===== src/rtl/gps_spi_pkg.sv =====
// Shared constants and FSM encoding for the GPS sample SPI receiver.
package gps_spi_pkg;

  typedef enum logic [1:0] {
    WAIT_IDLE = 2'd0,
    IDLE      = 2'd1,
    SHIFT     = 2'd2
  } rx_state_t;

  // Nibble fields within a received byte: sample 0 is sent first (high nibble).
  localparam int SAMPLE0_HI = 7;
  localparam int SAMPLE0_LO = 4;
  localparam int SAMPLE1_HI = 3;
  localparam int SAMPLE1_LO = 0;

  localparam int SPI_BITS  = 8;
  localparam int BIT_CNT_W = $clog2(SPI_BITS);

endpackage


===== src/rtl/sample_byte_fifo.sv =====
// Small byte FIFO between the SPI deserializer and the nibble unpacker.
// A push while full is accepted only if a pop happens in the same cycle.
module sample_byte_fifo
  import gps_spi_pkg::*;
#(
  parameter int FIFO_DEPTH = 4
) (
  input  logic                gclk,
  input  logic                grst_n,
  input  logic                push,
  input  logic [SPI_BITS-1:0] push_data,
  input  logic                pop,
  output logic [SPI_BITS-1:0] head,
  output logic                full,
  output logic                empty
);

  localparam int AW = $clog2(FIFO_DEPTH);

  logic [SPI_BITS-1:0] mem [FIFO_DEPTH];
  logic [AW:0]         wptr;
  logic [AW:0]         rptr;
  logic                wr_en;
  logic                rd_en;

  // Extra pointer bit distinguishes full from empty when the indices match.
  assign empty = (wptr == rptr);
  assign full  = (wptr[AW] != rptr[AW]) && (wptr[AW-1:0] == rptr[AW-1:0]);
  assign rd_en = pop & ~empty;
  assign wr_en = push & (~full | rd_en);
  assign head  = mem[rptr[AW-1:0]];

  // Storage: when full with a pop, the write lands in the slot being vacated.
  always_ff @(posedge gclk) begin
    if (wr_en) mem[wptr[AW-1:0]] <= push_data;
  end

  // Read/write pointers.
  always_ff @(posedge gclk or negedge grst_n) begin
    if (!grst_n) begin
      wptr <= '0;
      rptr <= '0;
    end else begin
      if (wr_en) wptr <= wptr + (AW+1)'(1);
      if (rd_en) rptr <= rptr + (AW+1)'(1);
    end
  end

endmodule


===== src/rtl/gps_spi_sample_rx.sv =====
// SPI-slave receiver for the GPS sample stream. Oversamples the SPI pins on
// the MCU clock, deserializes bytes into a FIFO and unpacks each byte into
// two 4-bit samples on a valid/ready stream.
module gps_spi_sample_rx
  import gps_spi_pkg::*;
#(
  parameter int FIFO_DEPTH = 4,
  parameter int CNT_W      = 16
) (
  input  logic             MCU_CLK_25_000,
  input  logic             RESET_N,
  input  logic             MCU_SCK,
  input  logic             MCU_SS,
  input  logic             MCU_MOSI,
  output logic [3:0]       SAMPLE_DATA,
  output logic             SAMPLE_VALID,
  input  logic             SAMPLE_READY,
  output logic             FRAME_DONE,
  output logic [CNT_W-1:0] FRAME_BYTES,
  output logic             FRAME_ERR,
  output logic             OVERFLOW,
  input  logic             OVF_CLR
);

  logic sck_m, sck_s, sck_d;
  logic ss_m, ss_s;
  logic mosi_m, mosi_s;
  logic [1:0] warm;
  logic sck_rise;

  rx_state_t            state, state_nxt;
  logic [BIT_CNT_W-1:0] bit_cnt, bit_nxt;
  logic [CNT_W-1:0]     byte_cnt, byte_nxt;
  logic [SPI_BITS-1:0]  shreg, shreg_nxt;
  logic                 push, done, err;

  logic [SPI_BITS-1:0]  head;
  logic                 full, empty;
  logic                 nib;
  logic                 accept, pop, drop;

  // Pin synchronizers. warm marks when the SS stage reflects the real pin
  // rather than its reset value, so a frame already in progress at reset
  // release is not mistaken for an idle bus.
  always_ff @(posedge MCU_CLK_25_000 or negedge RESET_N) begin
    if (!RESET_N) begin
      sck_m  <= 1'b0; sck_s  <= 1'b0; sck_d <= 1'b0;
      ss_m   <= 1'b1; ss_s   <= 1'b1;
      mosi_m <= 1'b0; mosi_s <= 1'b0;
      warm   <= 2'b00;
    end else begin
      sck_m  <= MCU_SCK;  sck_s  <= sck_m; sck_d <= sck_s;
      ss_m   <= MCU_SS;   ss_s   <= ss_m;
      mosi_m <= MCU_MOSI; mosi_s <= mosi_m;
      warm   <= {warm[0], 1'b1};
    end
  end

  assign sck_rise = sck_s & ~sck_d;

  // Frame FSM state register and counters.
  always_ff @(posedge MCU_CLK_25_000 or negedge RESET_N) begin
    if (!RESET_N) begin
      state    <= WAIT_IDLE;
      bit_cnt  <= '0;
      byte_cnt <= '0;
      shreg    <= '0;
    end else begin
      state    <= state_nxt;
      bit_cnt  <= bit_nxt;
      byte_cnt <= byte_nxt;
      shreg    <= shreg_nxt;
    end
  end

  // Next-state: shift on SCK rise first, then judge frame end on the
  // updated bit count so a coincident last-bit/SS rise ends cleanly.
  always_comb begin
    state_nxt = state;
    bit_nxt   = bit_cnt;
    byte_nxt  = byte_cnt;
    shreg_nxt = shreg;
    push      = 1'b0;
    done      = 1'b0;
    err       = 1'b0;
    case (state)
      WAIT_IDLE: if (warm[1] && ss_s) state_nxt = IDLE;
      IDLE: begin
        if (!ss_s) begin
          state_nxt = SHIFT;
          bit_nxt   = '0;
          byte_nxt  = '0;
        end
      end
      SHIFT: begin
        if (sck_rise) begin
          shreg_nxt = {shreg[SPI_BITS-2:0], mosi_s};
          if (bit_cnt == BIT_CNT_W'(SPI_BITS-1)) begin
            push    = 1'b1;
            bit_nxt = '0;
            if (byte_cnt != '1) byte_nxt = byte_cnt + CNT_W'(1);
          end else begin
            bit_nxt = bit_cnt + BIT_CNT_W'(1);
          end
        end
        if (ss_s) begin
          state_nxt = IDLE;
          if (bit_nxt == '0) done = 1'b1;
          else               err  = 1'b1;
        end
      end
      default: state_nxt = WAIT_IDLE;
    endcase
  end

  assign FRAME_DONE = done;
  assign FRAME_ERR  = err;

  // Byte count of the last cleanly ended frame.
  always_ff @(posedge MCU_CLK_25_000 or negedge RESET_N) begin
    if (!RESET_N)  FRAME_BYTES <= '0;
    else if (done) FRAME_BYTES <= byte_nxt;
  end

  sample_byte_fifo #(.FIFO_DEPTH(FIFO_DEPTH)) u_fifo (
    .gclk      (MCU_CLK_25_000),
    .grst_n    (RESET_N),
    .push      (push),
    .push_data (shreg_nxt),
    .pop       (pop),
    .head      (head),
    .full      (full),
    .empty     (empty)
  );

  // Unpacker: nib=0 presents the high nibble, nib=1 the low nibble; the
  // byte leaves the FIFO when its low nibble is accepted.
  assign SAMPLE_VALID = ~empty;
  assign accept       = SAMPLE_VALID & SAMPLE_READY;
  assign pop          = accept & nib;
  assign drop         = push & full & ~pop;
  assign SAMPLE_DATA  = empty ? 4'h0 :
                        nib   ? head[SAMPLE1_HI:SAMPLE1_LO] : head[SAMPLE0_HI:SAMPLE0_LO];

  // Nibble-select flag toggles on every accepted sample.
  always_ff @(posedge MCU_CLK_25_000 or negedge RESET_N) begin
    if (!RESET_N)    nib <= 1'b0;
    else if (accept) nib <= ~nib;
  end

  // Sticky overflow; a new drop wins over a same-cycle clear.
  always_ff @(posedge MCU_CLK_25_000 or negedge RESET_N) begin
    if (!RESET_N)     OVERFLOW <= 1'b0;
    else if (drop)    OVERFLOW <= 1'b1;
    else if (OVF_CLR) OVERFLOW <= 1'b0;
  end

endmodule


===== config.mk =====
export PLATFORM = sky130hd
export DESIGN_NAME = gps_spi_sample_rx
export DESIGN_NICKNAME = d
export VERILOG_FILES = /design/src/rtl/gps_spi_pkg.sv /design/src/rtl/sample_byte_fifo.sv /design/src/rtl/gps_spi_sample_rx.sv
export SDC_FILE = /design/constraint.sdc
export NUM_CORES = 1
export LEC_CHECK = 0
export ABC_AREA = 1
export BUFFER_PORTS_ARGS = -buffer_cell sky130_fd_sc_hd__buf_2
export CAP_MARGIN = 10
export CELL_PAD_IN_SITES_DETAIL_PLACEMENT = 1
export CELL_PAD_IN_SITES_GLOBAL_PLACEMENT = 2
export CORE_UTILIZATION = 41
export DETAILED_ROUTE_END_ITERATION = 10
export PLACE_DENSITY = 0.89
export SYNTH_ARGS = -nofsm -noshare
export SYNTH_HDL_FRONTEND = slang
export SYNTH_SLANG_ARGS = --single-unit

===== constraint.sdc =====
create_clock -name MCU_CLK_25_000 -period 5.25 [get_ports MCU_CLK_25_000]
set_clock_uncertainty 0.2 [all_clocks]
set_input_delay 0 -clock MCU_CLK_25_000 [delete_from_list [all_inputs] [get_ports MCU_CLK_25_000]]
set_output_delay 0 -clock MCU_CLK_25_000 [all_outputs]
set_load 0.01 [all_outputs]

# Yosys cells after proc, flatten, opt, wreduce, memory -nomap -nowiden
# Memory sizes are Yosys's and may differ from the RTL's.
# Cells that the tools add are included.
totals:
  output_inout_bits: 24
  latch_bits: 0
  rom_bits: 0
  ram_bits: 32
  ff_bits: 62
  word_cells: 84
  mem_count: 1
  inputBits: 7
classes:
  n_shift: 0
  eq_ne: 10
  n_mux: 31
  n_div: 0
  n_addsub: 4
  n_reduce_logical: 8
  n_lt_le_gt_ge: 0
  n_bitwise: 13
  mul: 0
memory_table:
  columns: ["memory", "words", "word_bits", "read_ports", "rd_clocked_by_memory_dff", "write_ports", "line_no", "text"]
  rows:
  - ["u_fifo.mem", 4, 8, 1, 0, 1, "sample_byte_fifo.sv:20", "logic [SPI_BITS-1:0] mem [FIFO_DEPTH];"]
op_table:
  columns: ["operator", "count"]
  rows:
  - ["$mux 16", 4]
  - ["$pmux 16 s2", 1]
  - ["$add 16x1->16 const B", 1]
  - ["$mux 8", 2]
  - ["$ne 16x16->1 const B", 1]
  - ["$mux 1", 13]
  - ["$mux 3", 4]
  - ["$add 3x1->3 const B", 3]
  - ["$mux 4", 2]
  - ["$and 1x1->1", 7]
  - ["$mux 2", 3]
  - ["$ne 2x2->1 const B", 3]
  - ["$pmux 2 s3", 1]
  - ["$pmux 3 s2", 1]
  - ["$not 1->1", 5]
  - ["$reduce_bool 2->1", 2]
  - ["$eq 3x3->1", 1]
  - ["$eq 3x3->1 const B", 1]
  - ["$logic_not 3->1", 1]
  - ["$reduce_and 3->1", 1]
  - ["$eq 2x1->1 const B", 1]
  - ["$eq 2x2->1", 1]
  - ["$eq 2x2->1 const B", 1]
  - ["$logic_and 1x1->1", 2]
  - ["other kinds (4)", 4]

# Depth between registers and ports, before layout
# Gate-level depths: netlist of the first run.
depth:
  depth_word: 9
  ltp_mapped: 12
  depth_no_buf: 12

# Cells and area by module
# From an unflattened synthesis of the first run, not the netlist that was laid out.
hier_totals:
  cells_unflattened: 510
  hier_area_um2: 4616.9
by_module_without_submodules:
  columns: ["mod", "area_per_inst_um2", "seq_area_each_um2", "cells_each", "n_inst"]
  rows:
  - ["gps_spi_sample_rx", 2955.3, 1403.8, 373, 1]
  - ["sample_byte_fifo", 1661.6, 1111.1, 137, 1]

# Worst setup path after synthesis of the first run
# Ideal clock, no wire load.
synth_path:
  kind: "reg2reg"
  start: "register u_fifo.rptr[1]"
  end: "memory u_fifo.mem[3][0], enable pin"
  stages_incl_launch_ff: 9
  period_less_slack_ns: 2.186
  path_slack_ns: 3.064
  required_ns: 4.676
  setup_time_ns: 0.374
  arrival_ns: 1.612
  path_buffers: 1
  cell_sequence: "dfrtp_1 -> buf_4 -> xor2_1 -> a21oi_1 -> nand2_2 -> nand3_2 -> nand2_1 -> nand2_2 -> nor2_1"
synth_via:
  elab_chain_cells: 9
  word_cells_on_any_way: 12
  cone_classes: "2 x eq/ne; 2 x mux; 7 x bitwise; 1 x reduce/logical"
synth_rtl:
  columns: ["element", "line_no", "text"]
  rows:
  - ["start, declared", "sample_byte_fifo.sv:22", "logic [AW:0] rptr;"]
  - ["start signal, assigned", "sample_byte_fifo.sv:45", "if (rd_en) rptr <= rptr + (AW+1)'(1);"]
  - ["$eq 3x3->1 *", "sample_byte_fifo.sv:27", "assign empty = (wptr == rptr);"]
  - ["$not 1->1 *", "gps_spi_sample_rx.sv:138", "assign SAMPLE_VALID = ~empty;"]
  - ["via SAMPLE_VALID", "gps_spi_sample_rx.sv:16", "output logic SAMPLE_VALID,"]
  - ["$and 1x1->1", "gps_spi_sample_rx.sv:139", "assign accept = SAMPLE_VALID & SAMPLE_READY;"]
  - ["$and 1x1->1", "gps_spi_sample_rx.sv:140", "assign pop = accept & nib;"]
  - ["$and 1x1->1 *", "sample_byte_fifo.sv:29", "assign rd_en = pop & ~empty;"]
  - ["$or 1x1->1 *", "sample_byte_fifo.sv:30", "assign wr_en = push & (~full | rd_en);"]
  - ["$and 1x1->1 *", "sample_byte_fifo.sv:30", null]
  - ["$mux 1 *", "sample_byte_fifo.sv:35", "if (wr_en) mem[wptr[AW-1:0]] <= push_data;"]
  - ["$mux 1 (not written as such) *", "sample_byte_fifo.sv:35", null]
  - ["end, declared", "sample_byte_fifo.sv:20", null]
# Mark *: on every way through the listed nets, which the timed path passes. The rest lies on a longest branch.

# Final worst setup path of the first run
layout_path:
  start: "register state[0]"
  end: "memory u_fifo.mem[2][5], enable pin"
layout_via:
  elab_chain_cells: 5
layout_rtl:
  columns: ["element", "line_no", "text"]
  rows:
  - ["start, declared", "gps_spi_sample_rx.sv:31", "rx_state_t state, state_nxt;"]
  - ["start signal, assigned", "gps_spi_sample_rx.sv:69", "state <= state_nxt;"]
  - ["$eq 2x2->1", "gps_spi_sample_rx.sv:86", "case (state)"]
  - ["$mux 1", "gps_spi_sample_rx.sv:86", null]
  - ["$and 1x1->1", "sample_byte_fifo.sv:30", null]
  - ["$mux 1", "sample_byte_fifo.sv:35", null]
  - ["$mux 1 (not written as such)", "sample_byte_fifo.sv:35", null]
# No other way between the ends.

==> flow_summary.json, run 1 <==
{
  "synthesis.instances": 465,
  "setup_ws_ns": 2.163,
  "dr.first_iter.drc_count": 121,
  "holdWs_ns": 0.06115,
  "firstDrtPassIters": 6,
  "synth-simple-area-share_pct": 20.17,
  "synth-edff-count": 32,
  "post_cts_buffers": 0,
  "cpPeakStageDelay_ns": 0.58,
  "cp-start-kind": "register",
  "critPathCaptureType": "register",
  "hold_violations": 0,
  "ir_drop_v": 0.0001604,
  "slowest_stage": "nor2_1",
  "multi_input_area_um2": 1612,
  "r2r_end": "u_fifo.mem[2][5]",
  "clkSinkCount": 94,
  "worstSetupPathDepth": 6,
  "final_util_pct": 47.65,
  "clkTransAtPathRegs_ns": 0.10,
  "synth_xor_xnor_area_share_pct": 1.595,
  "required_ns": 5.06,
  "fillers": 1230,
  "cp_num_buf_inv": 2,
  "io_buffer_count": 30,
  "rr_startpoint": "state[0]",
  "ys_top_cells_by_area": "dfrtp_1 34%, edfxtp_1 22%, nand2_1 9.3%",
  "async_flop_share_pct": 65.96,
  "fin_nets": 524,
  "max_cap_violations": 0,
  "worst_pin_slew_ns": 0.8453,
  "ys_types": 43,
  "synth_nets": 484,
  "core_um2": 10370,
  "postRouteAntennaNets": 0,
  "die_h_um": 105.5,
  "synth_compound_area_share_pct": 9.883,
  "cp_cell_sequence": "inv_1 > ha_1 > clkinv_1 > nor2_1 > nand2_2 > nor2_1",
  "syn_area_per_cell_um2": 9.447,
  "drv_slew": 0,
  "cts_root_buffer": "clkbuf_8",
  "seqCellArea_um2": 2515,
  "synthMuxAreaShare_pct": 1.538,
  "dpl.hpwl_um": 8217,
  "fmax_ghz": 0.3240,
  "cts_buffer_depth": 2,
  "crit_path_end": "u_fifo.mem[2][5]",
  "final_cells": 646,
  "drive_above_1_share_pct": 14.51,
  "period_share_pct": 58.80,
  "syn2layout_area_growth_pct": 12.48,
  "worstPathArrival_ns": 2.90,
  "dp_slack_ns": 2.154,
  "die_area_um2": 11130,
  "row_count": 37,
  "seq_area_frac_synth_pct": 57.25,
  "synth_top_area_share_pct": 34.18,
  "grtUsageTotal_pct": 22.10,
  "ys.flop_type": "dfrtp_1",
  "synth_area_um2": 4393,
  "placedCellCount": 623,
  "initial_core_util_pct": 42.36,
  "die_w_um": 105.5,
  "final-setup-viol-count": 0,
  "clk_latency_ns": 0.38,
  "relSlewSlack_pct": 43.65,
  "ys_ff_latch": 94,
  "grt_pass1_wl_um": 18600,
  "synth_top_family_by_area": "simple AND/OR/NAND/NOR gates",
  "numCtsBuffers": 9,
  "via_per_inst": 5.206,
  "p_leak_nw": 2.281,
  "first_global_vias": 3561,
  "routed-via-count": 3363,
  "drt_wl_total_um": 11290,
  "synth_top_area_cell": "dfrtp_1",
  "cts_tree": "yes",
  "min_period_ns": 3.087,
  "overflow": 0,
  "reg2regPathDepth": 6,
  "powerDensity_nw_per_um2": 373.4,
  "io_pins": 31,
  "crit_start": "state[0]",
  "yosysWarnings": 0,
  "grt_setup_unrepaired": "no",
  "cts.repair.resized": 0,
  "htree_levels": 3,
  "synth_fa_ha_area_share_pct": 3.418,
  "drc": 0,
  "place.gp.congestion": 0.8190,
  "detail_route.wl_per_cell_um": 17.47,
  "crit_family": "simple AND/OR/NAND/NOR gates",
  "crit_top_cell": "nor2_1",
  "hp-class": "in2reg",
  "rrSetupSlack_ns": 2.16,
  "grt_max_degree": 63,
  "antenna_found_initial": 0,
  "finalSetupTns_ns": 0,
  "worstPathMaxFanout": 13,
  "status": "finished, final reports clean",
  "critPathKind": "reg2reg",
  "n_antenna_cell": 0
}
worst reg2reg max path, stage by stage (launching register included):
cell	delay [ns]
dfrtp_1	0.42
inv_1	0.09
ha_1	0.48
clkinv_1	0.39
nor2_1	0.35
nand2_2	0.20
nor2_1	0.59
registers in the layout, summed over array words and instances (netlist names), 3 cells and up:
| name | count |
|---|---|
| FRAME_BYTES | 16 |
| bit_cnt | 3 |
| byte_cnt | 16 |
| shreg | 8 |
| u_fifo.mem | 32 |
| u_fifo.rptr | 3 |
| u_fifo.wptr | 3 |
worst min path at each step:
| stage | start | to | cells after the start |
|---|---|---|---|
| after floorplan | RESET_N | FRAME_BYTES[0] | 0 |
| after global placement | MCU_SS | ss_m | 1 |
| after detailed placement | MCU_SS | ss_m | 1 |
| after CTS | MCU_SS | ss_m | 2 |
| after global routing | MCU_SS | ss_m | 2 |
| final | MCU_SS | ss_m | 2 |
cells in the final DEF, fill, tap and decap left out, types with 5 or more instances in the layout:
cell type / synthesis / final
inv_2: 5 / 5
mux2_2: 6 / 6
nor2_1: 50 / 50
nand3_1: 21 / 21
dlygate4sd3_1: 0 / 7
nand2_1: 109 / 109
clkbuf_8: 0 / 10
dfrtp_1: 60 / 60
inv_1: 47 / 47
a21oi_1: 9 / 9
o22ai_1: 8 / 8
ha_1: 12 / 12
o21ai_1: 10 / 10
buf_2: 1 / 30
o21bai_1: 5 / 5
xor2_1: 6 / 6
edfxtp_1: 32 / 32
o21ai_0: 31 / 31
kinds of logic after synthesis:
group,count (synthesis)
multiplexers,6
buffers and inverters,64
AO/OA/AOI/OAI,76
other,1
AND/OR/NAND/NOR,204
flip-flops,94
adder cells (fa/ha/maj),12
XOR/XNOR,8
report_power, final:
part           internal (W)  switching (W)  leakage (nW)
sequential         0.000834      0.0000376          1.09
combinational      0.000139       0.000324          1.09
clock              0.000237       0.000274         0.102
total               0.00121       0.000636          2.28
synth_stat cells, types with 5 or more instances:
library cell	number
a21oi_1	9
dfrtp_1	60
edfxtp_1	32
ha_1	12
inv_1	47
inv_2	5
mux2_2	6
nand2_1	109
nand3_1	21
nor2_1	50
o21ai_0	31
o21ai_1	10
o21bai_1	5
o22ai_1	8
xor2_1	6
repair_timing:
item,4_1_cts,5_1_grt
hold endpoints to repair,68,0
setup endpoints to repair,0,0
hold buffers,7,0
per-stage QoR:
stage	total power [W]	instance area, um^2
3_3_place_gp	0.001319	4663
4_1_cts	0.001868	4941
3_5_place_dp	0.001354	4663
6_report	0.001845	4941
5_1_grt	0.001946	4941
2_1_floorplan	0.001192	4393
metal layers:
metal	GRT usage, %	vias to the layer above	wire length (um)
met2	37.88	54	5576
met4	7.639	0	205
met3	3.772	13	360
li1	-	1606	-
met1	28.29	1690	5144
met5	0	-	0
cell type report:
type                            instances  area share [%]
Clock buffer                           10           2.786
Clock inverter                          6           1.418
Inverter                               55           4.229
Multi-Input combinational cell        307           32.62
Sequential cell                        94           50.90
Tap cell                              136           3.444
Timing Repair Buffer                   38           4.609
Note: power is estimated with default switching activity, not from simulation.
==> run 2: changes to the inputs <==
--- a/config.mk
+++ b/config.mk
@@ -10,9 +10,9 @@
 export CAP_MARGIN = 10
 export CELL_PAD_IN_SITES_DETAIL_PLACEMENT = 1
 export CELL_PAD_IN_SITES_GLOBAL_PLACEMENT = 2
-export CORE_UTILIZATION = 41
+export CORE_UTILIZATION = 38
 export DETAILED_ROUTE_END_ITERATION = 10
-export PLACE_DENSITY = 0.89
+export PLACE_DENSITY = 0.84
 export SYNTH_ARGS = -nofsm -noshare
 export SYNTH_HDL_FRONTEND = slang
 export SYNTH_SLANG_ARGS = --single-unit
==> constraint.sdc (replaced) <==
create_clock -name MCU_CLK_25_000 -period 2.9 [get_ports MCU_CLK_25_000]
set_clock_uncertainty 0.2 [all_clocks]
set_input_delay 0 -clock MCU_CLK_25_000 [delete_from_list [all_inputs] [get_ports MCU_CLK_25_000]]
set_output_delay 0 -clock MCU_CLK_25_000 [all_outputs]
set_load 0.01 [all_outputs]
==> run 2 against run 1 <==
Compared with the run above:
- global-route usage shrank 2.5 points
- cell area rose by 3.5%
- sequential power increased by 81%
- cell count increased by 2.2%
- worst setup slack worse by 1.8 ns
- first-iteration DRC count fell by 13%
- register-to-register slack worse by 1.7 ns
- largest cell class unchanged
- largest power group unchanged
==> flow_summary.json, run 2 (synthesized netlist as in run 1, its figures left out) <==
{
  "mostFrequentLayoutCells": "109 x nand2_1, 60 x dfrtp_1, 50 x nor2_1, 47 x inv_1, 32 x edfxtp_1",
  "holdWs_ns": 0.005391,
  "max_cap_violations": 0,
  "clkTransAtPathRegs_ns": 0.07,
  "grtUsageTotal_pct": 19.58,
  "min_period_ns": 2.548,
  "detail_route.wl_per_cell_um": 16.10,
  "worstPathArrival_ns": 2.35,
  "die_w_um": 109.5,
  "worst_pin_slew_ns": 0.6959,
  "hold_violations": 0,
  "via_per_inst": 5.036,
  "worstPathMaxFanout": 11,
  "finalSetupTns_ns": 0,
  "cts_tree": "yes",
  "dpl.hpwl_um": 7609,
  "io_pins": 31,
  "crit_start": "state[0]",
  "powerDensity_nw_per_um2": 710.4,
  "grt_pass1_wl_um": 17240,
  "routed-via-count": 3324,
  "drc": 0,
  "first_global_vias": 3344,
  "fmax_ghz": 0.3925,
  "cts.repair.resized": 0,
  "seqCellArea_um2": 2515,
  "syn2layout_area_growth_pct": 16.41,
  "initial_core_util_pct": 39.83,
  "drt_wl_total_um": 10630,
  "grt_max_degree": 39,
  "dr.first_iter.drc_count": 105,
  "row_count": 38,
  "io_buffer_count": 30,
  "critPathCaptureType": "output port",
  "multi_input_area_um2": 1612,
  "core_um2": 11030,
  "numCtsBuffers": 9,
  "postRouteAntennaNets": 0,
  "rrSetupSlack_ns": 0.48,
  "final_common_cell": "nand2_1",
  "grt_setup_unrepaired": "no",
  "drive_above_1_share_pct": 16.35,
  "die_h_um": 109.5,
  "final-setup-viol-count": 0,
  "ir_drop_v": 0.0003736,
  "overflow": 0,
  "drv_slew": 0,
  "hp-class": "in2async",
  "firstDrtPassIters": 4,
  "die_area_um2": 11990,
  "setup_ws_ns": 0.3521,
  "clk_latency_ns": 0.35,
  "rr_startpoint": "state[0]",
  "required_ns": 2.70,
  "critPathKind": "reg2out",
  "place.gp.congestion": 0.7639,
  "relSlewSlack_pct": 53.12,
  "p_leak_nw": 2.375,
  "fillers": 1290,
  "cp-start-kind": "register",
  "cts_root_buffer": "clkbuf_16",
  "antenna_found_initial": 0,
  "cts_buffer_depth": 2,
  "htree_levels": 3,
  "largest_reg_flops": 32,
  "n_antenna_cell": 0,
  "period_share_pct": 87.86,
  "dp_slack_ns": 0.5800,
  "status": "finished, final reports clean",
  "fin_nets": 534,
  "clkSinkCount": 94
}
-- run 2: area by class of cell --
| type | instances | area share (%) |
|---|---|---|
| sequential | 94 | 49.18 |
| inverter | 55 | 4.086 |
| clock buffer | 9 | 4.404 |
| timing repair buffer | 48 | 5.921 |
| multi-input combinational | 307 | 31.51 |
| tap | 140 | 3.425 |
| clock inverter | 7 | 1.468 |
-- run 2: worst paths after layout --
path / to / cells after the start
max: FRAME_DONE / 6
min: u_fifo.wptr[2] / 3
max reg2reg: OVERFLOW / 7
min reg2reg: mosi_s / 0
max in group asynchronous: ss_m / 3
min in group MCU_CLK_25_000: mosi_m / 2
-- run 2: power by group --
part	internal [W]	switching, W
sequential	0.00151	0.0000647
clock	0.000611	0.000563
combinational	0.000290	0.000592
-- run 2: stage by stage --
step	instance area, um^2	instances	utilization [%]	power, W
floorplan	4393	465	-	0.002157
global placement	4743	637	43.00	0.002427
detailed placement	4743	637	43.00	0.002481
CTS	5114	660	46.36	0.003673
global route	5114	660	46.36	0.003834
finish	5114	660	46.36	0.003633
-- run 2: worst max-delay path: stages (launching register included) --
cell,delay (ns)
dfrtp_1,0.42
inv_1,0.10
ha_1,0.27
clkinv_1,0.29
nor3_4,0.48
buf_4,0.28
buf_2,0.16
-- run 2: what timing repair did --
action / 4_1_cts / 5_1_grt
hold buffers: 7 / 0
setup buffers: 0 / 0
hold endpoints to repair: 70 / 0
-- run 2: layer usage --
metal | routed length, um | track usage, % | vias to the layer above
li1 | - | - | 1628
met1 | 5164 | 25.83 | 1645
met2 | 4999 | 32.17 | 37
met3 | 248 | 2.905 | 14
met4 | 217 | 8.381 | 0
met5 | 0 | 0 | -
